File: src/rtl/fetch_exec_sequencer.sv
// Fetch/decode/execute control FSM for the 8-bit accumulator processor.
// Owns PC and instruction registers and runs the single-port memory req/ack handshake.
module fetch_exec_sequencer #(
    parameter logic [7:0] RESET_PC = 8'h00
) (
    input  logic       clk,
    input  logic       reset_n,
    input  logic       run,
    input  logic       mem_ack,
    input  logic [7:0] mem_rdata,
    input  logic       acc_zero,
    output logic       fetch,
    output logic [7:0] pc,
    output logic [7:0] irl,
    output logic [7:0] ir_opcode,
    output logic       mem_req,
    output logic       mem_we,
    output logic [1:0] alu_op,
    output logic       acc_load,
    output logic       halted,
    output logic       illegal_op
);

    localparam logic [7:0] OP_NOP   = 8'h00;
    localparam logic [7:0] OP_LOAD  = 8'h01;
    localparam logic [7:0] OP_STORE = 8'h02;
    localparam logic [7:0] OP_ADD   = 8'h03;
    localparam logic [7:0] OP_SUB   = 8'h04;
    localparam logic [7:0] OP_AND   = 8'h05;
    localparam logic [7:0] OP_JMP   = 8'h06;
    localparam logic [7:0] OP_JZ    = 8'h07;
    localparam logic [7:0] OP_HALT  = 8'h0F;

    localparam logic [1:0] ALU_PASS = 2'b00;
    localparam logic [1:0] ALU_ADD  = 2'b01;
    localparam logic [1:0] ALU_SUB  = 2'b10;
    localparam logic [1:0] ALU_AND  = 2'b11;

    typedef enum logic [2:0] {
        ST_HALT,
        ST_FETCH_OP,
        ST_FETCH_ADDR,
        ST_DECODE,
        ST_EXEC_MEM
    } state_t;

    state_t     state, state_nxt;
    logic [7:0] pc_nxt, irl_nxt, op_nxt;
    logic       is_mem_op, is_defined;

    always_comb begin
        is_mem_op  = 1'b0;
        is_defined = 1'b1;
        case (ir_opcode)
            OP_LOAD, OP_STORE, OP_ADD, OP_SUB, OP_AND: is_mem_op = 1'b1;
            OP_NOP, OP_JMP, OP_JZ, OP_HALT:             is_defined = 1'b1;
            default:                                    is_defined = 1'b0;
        endcase
    end

    always_ff @(posedge clk or negedge reset_n) begin
        if (!reset_n) begin
            state     <= ST_HALT;
            pc        <= RESET_PC;
            irl       <= 8'h00;
            ir_opcode <= 8'h00;
        end else begin
            state     <= state_nxt;
            pc        <= pc_nxt;
            irl       <= irl_nxt;
            ir_opcode <= op_nxt;
        end
    end

    // Outputs are decoded from state so an async reset clears them without a clock edge.
    always_comb begin
        state_nxt  = state;
        pc_nxt     = pc;
        irl_nxt    = irl;
        op_nxt     = ir_opcode;
        fetch      = 1'b1;
        mem_req    = 1'b0;
        mem_we     = 1'b0;
        alu_op     = ALU_PASS;
        acc_load   = 1'b0;
        halted     = 1'b0;
        illegal_op = 1'b0;
        case (state)
            ST_HALT: begin
                halted = 1'b1;
                if (run) state_nxt = ST_FETCH_OP;
            end
            ST_FETCH_OP: begin
                mem_req = 1'b1;
                if (mem_ack) begin
                    op_nxt    = mem_rdata;
                    pc_nxt    = pc + 8'd1;
                    state_nxt = ST_FETCH_ADDR;
                end
            end
            ST_FETCH_ADDR: begin
                mem_req = 1'b1;
                if (mem_ack) begin
                    irl_nxt   = mem_rdata;
                    pc_nxt    = pc + 8'd1;
                    state_nxt = ST_DECODE;
                end
            end
            ST_DECODE: begin
                fetch      = 1'b0;
                illegal_op = !is_defined;
                state_nxt  = is_mem_op ? ST_EXEC_MEM : ST_FETCH_OP;
                case (ir_opcode)
                    OP_JMP:  pc_nxt = irl;
                    OP_JZ:   if (acc_zero) pc_nxt = irl;
                    OP_HALT: state_nxt = ST_HALT;
                    default: ;
                endcase
            end
            ST_EXEC_MEM: begin
                fetch   = 1'b0;
                mem_req = 1'b1;
                mem_we  = (ir_opcode == OP_STORE);
                case (ir_opcode)
                    OP_ADD:  alu_op = ALU_ADD;
                    OP_SUB:  alu_op = ALU_SUB;
                    OP_AND:  alu_op = ALU_AND;
                    default: alu_op = ALU_PASS;
                endcase
                if (mem_ack) begin
                    acc_load  = (ir_opcode != OP_STORE);
                    state_nxt = ST_FETCH_OP;
                end
            end
            default: state_nxt = ST_HALT;
        endcase
    end

endmodule

File: config.mk
export PLATFORM = sky130hd
export DESIGN_NAME = fetch_exec_sequencer
export DESIGN_NICKNAME = d
export VERILOG_FILES = /design/src/rtl/fetch_exec_sequencer.sv
export SDC_FILE = /design/constraint.sdc
export NUM_CORES = 1
export LEC_CHECK = 0
export CAP_MARGIN = 30
export CORE_MARGIN = 3
export CORE_UTILIZATION = 51
export CTS_CLUSTER_DIAMETER = 30
export CTS_CLUSTER_SIZE = 24
export DETAILED_ROUTE_END_ITERATION = 7
export PLACE_DENSITY_LB_ADDON = 0.05
export SYNTH_ARGS = -nofsm -noshare
export SYNTH_HDL_FRONTEND = slang
export SYNTH_SLANG_ARGS = --single-unit
File: constraint.sdc
create_clock -name clk -period 2.9 [get_ports clk]
set_input_delay 0.58 -clock clk [delete_from_list [all_inputs] [get_ports clk]]
set_output_delay 0.58 -clock clk [all_outputs]
set_load 0.005 [all_outputs]
Word level (Yosys, flattened, before mapping)
Cells that the tools add are included.
{ "word_totals": {"regBits": 27, "latchBits": 0, "ram_bits": 0, "output_inout_bits": 32, "n_memories": 0, "mem_bits_ro": 0, "input_bits": 13} }
{ "op_classes": {"n_reduce_logical": 13, "order_cmp": 0, "n_mul": 0, "n_mux": 22, "addsub": 1, "shifts": 0, "eq_ne": 20, "bitwise": 0, "div": 0} }
{ "ops": {"columns": ["operator", "count"], "rows": [
  ["$eq 8x3->1 const B", 4],
  ["$pmux 8 s2", 2],
  ["$mux 3", 6],
  ["$eq 8x2->1 const B", 2],
  ["$mux 8", 2],
  ["$pmux 3 s5", 1],
  ["$mux 1", 9],
  ["$reduce_or 9->1", 1],
  ["$add 8x1->8 const B", 1],
  ["$eq 8x1->1 const B", 1],
  ["$eq 8x4->1 const B", 1],
  ["$logic_not 8->1", 1],
  ["$ne 2x2->1 const B", 4],
  ["$ne 8x2->1 const B", 1],
  ["$reduce_and 4->1", 2],
  ["$eq 3x2->1 const B", 2],
  ["$pmux 2 s3", 1],
  ["$reduce_or 5->1", 1],
  ["$reduce_and 2->1", 2],
  ["$reduce_or 2->1", 2],
  ["$eq 3x1->1 const B", 1],
  ["$eq 3x3->1 const B", 1],
  ["$logic_not 3->1", 1],
  ["$ne 3x2->1 const B", 1],
  ["6 further kinds", 6]
]} }

Longest topological paths before layout
{ "depth": {"word_depth": 6, "depth_mapped": 7, "depth_no_buf": 5} }

Least setup slack after synthesis
Ideal clock, no wire load.
{ "synth_timing": {"path_type": "reg2out", "from": "register ir_opcode[5]", "to": "output alu_op[1]", "n_path_buf": 0, "t_arrival_ns": 1.192, "setup_slack_ns": 1.128, "path_stages_with_launch": 5, "cell_sequence": "dfrtp_1 nor4_4 nand2b_2 nor2_1 and3b_1"} }
{ "synth_between": {"elab_chain_len": 3, "elab_cells_between_ends": 5, "cone_classes": "eq/ne (3); mux (2)"} }
{ "synth_lines": {"columns": ["item", "line_no", "rtl"], "rows": [
  ["start, declared", "15", "output logic [7:0] ir_opcode,"],
  ["start signal, assigned", "71", "ir_opcode <= op_nxt;"],
  ["$eq 8x3->1 or $eq 8x2->1 (tied branches)", "124", "case (ir_opcode)"],
  ["$pmux 2 s3 *", "124", null],
  ["$mux 2 *", "88", "case (state)"],
  ["end, declared", "18", "output logic [1:0] alu_op,"]
]} }
Mark *: on every way between the ends. The rest lies on a longest branch, timed or not.

Worst setup path after layout
{ "layout_timing": {"from": "register ir_opcode[6]", "to": "output alu_op[0]"} }
The elaborated chain is that of the path after synthesis.

==> run_results.csv <==
group,metric,value,unit
run_status,status,"finished clean",
timing,rsz0062_at_grt,"false",
timing,slew_viol_final,0,
synthesis,avgSynthCellArea,10.6,sq um
timing,setup_viol,0,
grt,antenna_found_initial,0,
synthesis,synth_compound_area_share,16.5,%
power,seqPwrFrac,39.0,%
synthesis,yosys.area_share.simple,19.5,%
run,drv_cap,0,
timing,fmax,361,MHz
timing,tightest_slew,0.595,ns
cts,clk_latency,0.33,ns
worst_setup_path,cp.buffers_inverters,1,
placed_design,dp.cells,234,
timing,maxSlewHeadroom,60.3,%
finish,syn2layout_area_growth,28.9,%
synthesis,synth_edf_count,0,
power,p_leak,0.892,nW
grt,grt_use_total,20.2,%
synthesis,synth_warnings,0,
synthesis,ys_ff_latch,27,
synthesis,synth_cells,154,
placed_design,io_buffers,44,
drt,num_vias,1379,
worst_setup_path,cp_cell_sequence,"nor4_4, nand2b_2, nor2_2, and3_1, clkdlybuf4s50_1",
synthesis,synthXorXnorAreaFrac,1.61,%
drt,drt_drc_violations_left,0,
worst_setup_path,cp-end-kind,"primary output",
worst_setup_path,crit_fanout,4,
power,power.density,993,nW/um^2
finish,drive_above_1_share,20.7,%
cts,cts_tree,"built",
finish,fillers,228,
power,p_comb_share,52.8,%
worst_setup_path,slowest_stage,"clkdlybuf4s50_1",
synthesis,yosysSeqAreaShare,41.5,%
floorplan,std_cell_rows,19,
power,ir_drop,0.539,mV
hold_path,hold_class,"reg -> reg",
timing,finClkSkew,0.00569,ns
grt,grt_pass1_vias,1348,
cts,clkSlewWorstSetupHoldPaths,0.16,ns
floorplan,die_y,62.5,um
worst_setup_path,critPathTopFamily,"simple AND/OR/NAND/NOR gates",
power,p_int,1.27,mW
worst_setup_path,cp_num_cells,5,
grt,grt_max_degree,28,
hold_path,worstHoldPathCells,1,
power,p_sw,815,uW
synthesis,ys_top_cells_by_count,"dfrtp_1 (27), mux2_2 (18), nand2_1 (12)",
timing,hold_violations,0,
grt,grt_pass1_wl,6480,um
synthesis,ys_async_sr_fraction,100,%
floorplan,coreArea,2900,sq um
synthesis,yosysTopAreaCell,"dfrtp_1",
synthesis,synth_cell_types,44,
finish,layout.cells.non_filler,240,
floorplan,initial_utilization,56.1,%
cts,cts_max_path_buffers,2,
power,power_frac_clock,8.2,%
worst_setup_path,startpoint_type,"flop",
timing,worst_hold_slack,0.563,ns
worst_setup_path,rr_worst_depth,4,
worst_setup_path,slowest_delay,0.50,ns
finish,fin_nets,213,
synthesis,synth_nets,168,
placed_design,dpl.hpwl,2730,um
drt,via_per_inst,5.75,
floorplan,die_area,3910,sq um
grt,grt-ovfl-total,0,
cts,htree_levels,1,
synthesis,ys.flop_type,"dfrtp_1",
drt,drtAntennaViolNets,0,
drt,wl_per_cell,15.5,um
drt,drtIter0Drc,57,
synthesis,synth_top_family_by_area,"simple AND/OR/NAND/NOR gates",
worst_setup_path,critical_path_required,2.32,ns
cts,numCtsBuffers,3,
floorplan,die_x,62.5,um
synthesis,synth_fa_ha_area_share,0.769,%
synthesis,yosysMostFrequentCell,"dfrtp_1",
synthesis,ys_top_cells_by_area,"dfrtp_1 (42%), mux2_2 (12%), clkbuf_8 (4.2%), a21oi_1 (3.4%), o221ai_1 (3.2%)",
cts,cts_sinks,27,
finish,antenna_cells,0,
worst_setup_path,path_class,"reg -> out",
power,swShare,39.1,%
timing,layout_min_cycle_time,2.77,ns
worst_setup_path,worst_ep_arrival_time,2.19,ns
drt,routed_wl,3720,um
cts,root_buffer,"clkbuf_4",
synthesis,netlist_area,1630,sq um
floorplan,pin_count,45,
timing,setup_tns,0,ns
drt,firstDrtPassIters,4,
timing,final_min_period_over_clock_period,95.6,%
synthesis,muxShareOfSynthArea,13.1,%
placed_design,gp_congestion,0.863,
synthesis,synthDominantCellAreaShare,41.5,%
==> power groups by stage <==
stage	combinational (mW)	clock [mW]	sequential, mW
floorplan	0.709	0	0.714
global placement	1.07	0	0.798
detailed placement	1.09	0	0.812
CTS	1.10	0.173	0.807
global route	1.21	0.197	0.849
finish	1.10	0.172	0.812
==> placed cells by master, fill, tap and decap left out, types with 3 or more instances in the layout <==
master,n
a21oi_1,11
and3_1,5
and3_2,3
buf_4,4
clkbuf_4,3
clkdlybuf4s50_1,44
dfrtp_1,26
inv_1,7
mux2_2,18
nand2_1,12
nand3_1,3
nor2_1,8
nor3_1,3
o21ai_0,6
o221ai_1,6
or3_1,3
==> registers in the layout (all words and copies together), names as in the netlist <==
register / count
ir_opcode: 8
pc: 8
state: 3
irl: 8
==> metrics by stage <==
| stage | setup WS (ns) | area (sq um) | util, % | total power [mW] |
|---|---|---|---|---|
| 6_report | 0.129 | 2100 | 72.3 | 2.08 |
| 5_1_grt | 0.0156 | 2100 | 72.3 | 2.26 |
| 4_1_cts | 0.133 | 2080 | 71.7 | 2.08 |
| 3_5_place_dp | 0.450 | 2050 | 70.7 | 1.90 |
| 3_3_place_gp | 0.474 | 2050 | 70.7 | 1.87 |
| 2_1_floorplan | 1.13 | 1630 | - | 1.42 |
==> worst register-to-register path, stage by stage (launching register included) <==
cell,delay [ns]
dfrtp_2,0.47
nor4_4,0.40
nand2b_2,0.17
o41ai_4,0.58
o221ai_1,0.18
==> cell families (layout without fill, tap and decap cells) <==
kind of cell             after synthesis  after routing
multiplexers                          19             19
AND/OR/NAND/NOR                       53             53
XOR/XNOR                               3              3
buffers and inverters                 15             59
AO/OA/AOI/OAI                         36             36
flip-flops                            27             27
adder cells (fa/ha/maj)                1              1
==> worst paths after layout <==
check                        startpoint      endpoint  slack, ns
setup / recovery           ir_opcode[6]     alu_op[0]       0.13
hold / removal                   irl[6]        irl[6]       0.56
setup reg to reg           ir_opcode[6]         pc[4]       0.97
hold reg to reg                  irl[6]        irl[6]       0.56
max in group asynchronous       reset_n  ir_opcode[6]       2.03
min in group asynchronous       reset_n      state[0]       0.60
==> what timing repair did <==
| item | in CTS | in global routing |
|---|---|---|
| gates resized for setup | 0 | 2 |
| hold buffers | 0 | 0 |
| hold endpoints to repair | 0 | 0 |
| buffers inserted | 0 | 2 |
| endpoints found under the setup margin | 0 | 3 |
==> metal layers <==
| metal | GRT usage, % | wire, um | vias up |
|---|---|---|---|
| met3 | 2.52 | 168 | 2 |
| met5 | 0 | 0 | - |
| met1 | 28.7 | 1760 | 674 |
| li1 | - | - | 661 |
| met2 | 33.0 | 1770 | 42 |
| met4 | 4.13 | 13 | 0 |
==> area by class of cell <==
class	count	area, sq um	share of cell area, %
repair buffers	48	470	22.4
clock buffers	3	22.5	1.07
multi-input cells	112	842	40.1
inverters	7	26.3	1.25
flip-flops and latches	27	677	32.3
well taps	42	52.6	2.50
clock inverters	1	7.51	0.358
Power figures use the tool's default switching activity.
